### config.mk
export PLATFORM = sky130hd
export DESIGN_NAME = ula_operand_loader
export DESIGN_NICKNAME = d
export VERILOG_FILES = /design/src/rtl/ula_pkg.sv /design/src/rtl/operand_reg.sv /design/src/rtl/ula_operand_loader.sv
export SDC_FILE = /design/constraint.sdc
export NUM_CORES = 1
export LEC_CHECK = 0
export BUFFER_PORTS_ARGS = -buffer_cell sky130_fd_sc_hd__clkbuf_2
export CAP_MARGIN = 20
export CORE_MARGIN = 3
export CORE_UTILIZATION = 25
export CTS_CLUSTER_SIZE = 10
export DETAILED_ROUTE_END_ITERATION = 12
export GPL_ROUTABILITY_DRIVEN = 0
export GPL_TIMING_DRIVEN = 0
export SLEW_MARGIN = 20
export SYNTH_ARGS = -nofsm -noshare
export SYNTH_HDL_FRONTEND = slang
export SYNTH_SLANG_ARGS = --single-unit
### constraint.sdc
create_clock -name clock -period 1.16 [get_ports clock]
set_input_delay 0 -clock clock [delete_from_list [all_inputs] [get_ports clock]]
set_output_delay 0 -clock clock [all_outputs]
set_load 0.1 [all_outputs]
### src/rtl/ula_pkg.sv
// Shared definitions for the ULA operand loader: state encoding and default widths.
package ula_pkg;

  localparam int unsigned DEF_WIDTH = 8;
  localparam int unsigned DEF_OPW   = 4;

  localparam logic [1:0] LOAD  = 2'd0;
  localparam logic [1:0] ISSUE = 2'd1;
  localparam logic [1:0] WAIT  = 2'd2;

  typedef enum logic [1:0] {
    StLoad  = LOAD,
    StIssue = ISSUE,
    StWait  = WAIT
  } state_e;

endpackage

### src/rtl/operand_reg.sv
// WIDTH-bit operand register with load enable and synchronous clear.
module operand_reg #(
  parameter int unsigned WIDTH = 8
) (
  input  logic             clock,
  input  logic             clear,
  input  logic             load,
  input  logic [WIDTH-1:0] d,
  output logic [WIDTH-1:0] q
);

  always_ff @(posedge clock) begin
    if (clear) begin
      q <= '0;
    end else if (load) begin
      q <= d;
    end
  end

endmodule

### src/rtl/ula_operand_loader.sv
// Captures two bus operands and an opcode, issues a one-cycle go to the ULA, then holds
// operands until ula_done. Define ULA_OPERAND_FWD_EN to chain ula_result back into operand A.
module ula_operand_loader
  import ula_pkg::*;
#(
  parameter int unsigned WIDTH = DEF_WIDTH,
  parameter int unsigned OPW   = DEF_OPW
) (
  input  logic             clock,
  input  logic             reset,
  input  logic [WIDTH-1:0] data_bus,
  input  logic             grab_a,
  input  logic             grab_b,
  input  logic [OPW-1:0]   opcode,
  input  logic             start,
  input  logic             ula_done,
`ifdef ULA_OPERAND_FWD_EN
  input  logic [WIDTH-1:0] ula_result,
  input  logic             fwd_a,
`endif
  output logic [WIDTH-1:0] operand_a,
  output logic [WIDTH-1:0] operand_b,
  output logic [OPW-1:0]   ula_op,
  output logic             ula_go,
  output logic             busy,
  output logic             err
);

  state_e         state_q;
  logic           a_vld_q, b_vld_q;
  logic [OPW-1:0] op_q;
  logic           go_q, err_q;

  logic             in_load, accept, reject;
  logic             ld_a, ld_b, fwd_take;
  logic [WIDTH-1:0] d_a;

  assign in_load = (state_q == StLoad);
  assign accept  = in_load && start && (a_vld_q || grab_a) && (b_vld_q || grab_b);
  // A rejected start leaves the operands untouched, even with a grab in the same cycle.
  assign reject  = in_load && start && !accept;

`ifdef ULA_OPERAND_FWD_EN
  assign fwd_take = (state_q == StWait) && ula_done && fwd_a;
  assign d_a      = fwd_take ? ula_result : data_bus;
`else
  assign fwd_take = 1'b0;
  assign d_a      = data_bus;
`endif

  assign ld_a = (in_load && grab_a && !reject) || fwd_take;
  assign ld_b = in_load && grab_b && !reject;

  operand_reg #(.WIDTH(WIDTH)) u_reg_a (
    .clock (clock),
    .clear (reset),
    .load  (ld_a),
    .d     (d_a),
    .q     (operand_a)
  );

  operand_reg #(.WIDTH(WIDTH)) u_reg_b (
    .clock (clock),
    .clear (reset),
    .load  (ld_b),
    .d     (data_bus),
    .q     (operand_b)
  );

  always_ff @(posedge clock) begin
    if (reset) begin
      state_q <= StLoad;
      a_vld_q <= 1'b0;
      b_vld_q <= 1'b0;
      op_q    <= '0;
      go_q    <= 1'b0;
      err_q   <= 1'b0;
    end else begin
      go_q  <= 1'b0;
      err_q <= 1'b0;
      unique case (state_q)
        StLoad: begin
          if (ld_a) a_vld_q <= 1'b1;
          if (ld_b) b_vld_q <= 1'b1;
          if (accept) begin
            op_q    <= opcode;
            go_q    <= 1'b1;
            state_q <= StIssue;
          end else if (reject) begin
            err_q <= 1'b1;
          end
        end
        StIssue: state_q <= StWait;
        StWait: begin
          if (ula_done) begin
            state_q <= StLoad;
            a_vld_q <= fwd_take;
            b_vld_q <= 1'b0;
          end
        end
        default: state_q <= StLoad;
      endcase
    end
  end

  assign ula_op = op_q;
  assign ula_go = go_q;
  assign err    = err_q;
  assign busy   = (state_q != StLoad);

endmodule

==> results.cfg <==
[sta]
hold_violations = 0
rsz0062_at_grt = true
max_freq_mhz = 884
slew_headroom = 0.635
finalSetupViolations = 0
fin_worst_skew_ns = 0.00813
slew_viol_final = 0
fin_crit_sh = 0.976
fin_hold_ws_ns = 0.0540
finalCriticalPeriod_ns = 1.13
worstMarginPinSlew_ns = 0.550

[logic_synthesis]
synth_top_area_frac = 0.455
synth_cell_types = 20
ys_seq_elements = 26
postSynthCellCount = 104
synth_top_area_cell = dfxtp_1
synth_seq_area_share = 0.455
synth.net_count = 122
ys_top_cells_by_area = dfxtp_1, mux2i_1, nand2b_1
synth_top_family_by_area = simple AND/OR/NAND/NOR gates
synth-compound-area-share = 0.0820
synthSimpleGateAreaFrac = 0.246
synthMuxAreaShare = 0.184
yosys.area_share.xor_xnor = 0
synth_fa_ha_area_frac = 0
syn_area_mm2 = 0.00114
syn_avg_cell_area_um2 = 11.0
yosysWarnings = 0

[global_routing]
overflow = 0
antenna_found_initial = 0
grt_pass1_wl_um = 4280
grt_max_degree = 15
grt_pass1_vias = 1001
track_usage = 0.102

[drt]
route.met3.wl_um = 174
routed_wl_um = 2660
num_vias = 934
ant_nets = 0
viasPerCell = 4.43
wirelength_met1_um = 1150
wl_per_cell_um = 12.6
highest_layer = met4
post-route-drc-count = 0
drtIter0Drc = 12
wl_met2_um = 1310
dr.pass1.iters = 4

[cts]
clockBufferDepth = 2
cts_sinks = 26
root_buffer = clkbuf_8
cts.htree.levels = 1
insertion_delay_ns = 0.27
numCtsBuffers = 3
cts_tree = yes
clk_pin_slew_ns = 0.10

[pwr]
ir_drop_mv = 0.631
powerDensity_mw_per_mm2 = 1440
power.share.switching = 0.378
internal-power_w = 0.00149
p_leak_nw = 0.735
p_comb_frac = 0.328
p_seq_frac = 0.421
p_clk_frac = 0.251
p_sw_w = 0.000906

[floorplanning]
coreArea_mm2 = 0.00420
die_w_um = 73.7
die_h_um = 73.7
ios = 41
die_area_mm2 = 0.00543
initial_core_util = 0.272
row_count = 23

[place]
place_inst = 193
dpl_cell_area_mm2 = 0.00143
place_hpwl_um = 1970
numPortBuffers = 39

[critical_path]
worstPathRequired_ns = 1.30
crit_buf_inv = 1
start_kind = flop
crit_fanout = 6
worstSetupPathType = reg2reg
crit_family = flip-flops
critPathMaxStageDelay_ns = 0.37
cp_slowest_cell = dfxtp_4
endpoint_kind = flop
arrival_ns = 1.27
worstPathCellList = nor2_4, buf_4, o311ai_4, mux2i_1

[final_layout]
drive_gt1_frac = 0.497
fin_area_mm2 = 0.00166
fin_util = 0.395
syn_to_final_growth_pct = 45.1
instances_no_fill = 211
nets = 180
diodes = 0

[min_path]
min_path_type = in2reg

[outcome]
status = completed

[job]
maxCapViolCount = 0
==> worst register-to-register path, cell delays in order, from the launching register on <==
cell      delay, ns
dfxtp_4        0.37
nor2_4         0.14
buf_4          0.16
o311ai_4       0.17
mux2i_1        0.17
==> power groups by stage <==
stage	logic, W	clock network (W)	registers, W
3_3_place_gp	0.000724	0	0.00102
3_5_place_dp	0.000731	0	0.00103
6_report	0.000785	0.000602	0.00101
2_1_floorplan	0.000212	0	0.00142
5_1_grt	0.000821	0.000655	0.00102
4_1_cts	0.000785	0.000624	0.00101
==> cell families (layout without fill, tap and decap cells) <==
logic type	after synthesis	after routing
flops	26	26
simple gates	42	42
compound gates	7	7
buf+inv	8	65
mux	21	21
==> final cells by class <==
type / count / area [µm²]
Multi-Input combinational cell: 70 / 593
Buffer: 6 / 37.5
Timing Repair Buffer: 53 / 350
Tap cell: 50 / 62.6
Fill cell: 422 / 2540
Sequential cell: 26 / 556
Inverter: 2 / 7.51
Clock buffer: 4 / 55.1
==> cell usage in the layout, fill, tap and decap left out, drive strengths merged <==
cell	n
inv	2
nor4	1
and3	1
o311a	2
mux2i	21
a21oi	2
clkbuf	47
nand2	2
nand3b	1
dlygate4sd3	12
nor4b	2
nand2b	32
o311ai	2
o22a	1
dfxtp	26
nor2	3
buf	4
==> sequential cells by signal, summed over array words and instances (netlist names) <==
name and cells:
a_vld_q 1, b_vld_q 1, ula_op 4, state_q 2
ula_go 1, u_reg_a.q 8, u_reg_b.q 8, err 1
==> layer usage <==
metal	up-vias	GRT usage
met5	-	0
li1	466	-
met2	29	0.181
met3	5	0.0301
met1	434	0.116
met4	0	0.0302
==> stage by stage <==
stage                     power [W]  setup slack (ns)  TNS [ns]
after floorplan             0.00163            -0.248    -0.703
after global placement      0.00175           -0.0647    -0.303
after detailed placement    0.00176            -0.103    -0.558
after CTS                   0.00242            0.0236         0
after global routing        0.00249           -0.0392    -0.180
final                       0.00239            0.0283         0
==> synthesized netlist by cell type <==
cell type	count
inv_1	1
o311ai_4	2
o311a_2	1
clkbuf_1	4
dfxtp_1	26
nor4b_2	2
nor2_1	2
nor4_1	1
nand3b_1	1
nand2_1	2
nor2_4	1
buf_6	1
inv_2	1
nand2b_1	32
o311a_1	1
mux2i_1	21
a21oi_1	2
o22a_2	1
and3_4	1
buf_2	1
==> worst paths after layout <==
path | from | to | slack [ns] | cells past startpoint
hold / removal | ula_done | state_q[1] | 0.05 | 4
hold reg to reg | u_reg_b.q[2] | u_reg_b.q[2] | 0.47 | 2
setup / recovery | state_q[0] | u_reg_a.q[5] | 0.03 | 4
setup reg to reg | state_q[0] | u_reg_a.q[5] | 0.03 | 4
==> timing repair <==
| item | CTS | global route |
|---|---|---|
| hold buffers | 12 | 0 |
| hold endpoints to repair | 20 | 0 |
| pin swaps | 3 | 1 |
| setup endpoints to repair | 15 | 10 |
| resized for setup | 10 | 2 |
| buffers inserted | 1 | 1 |
(Power assumes the default switching activity.)
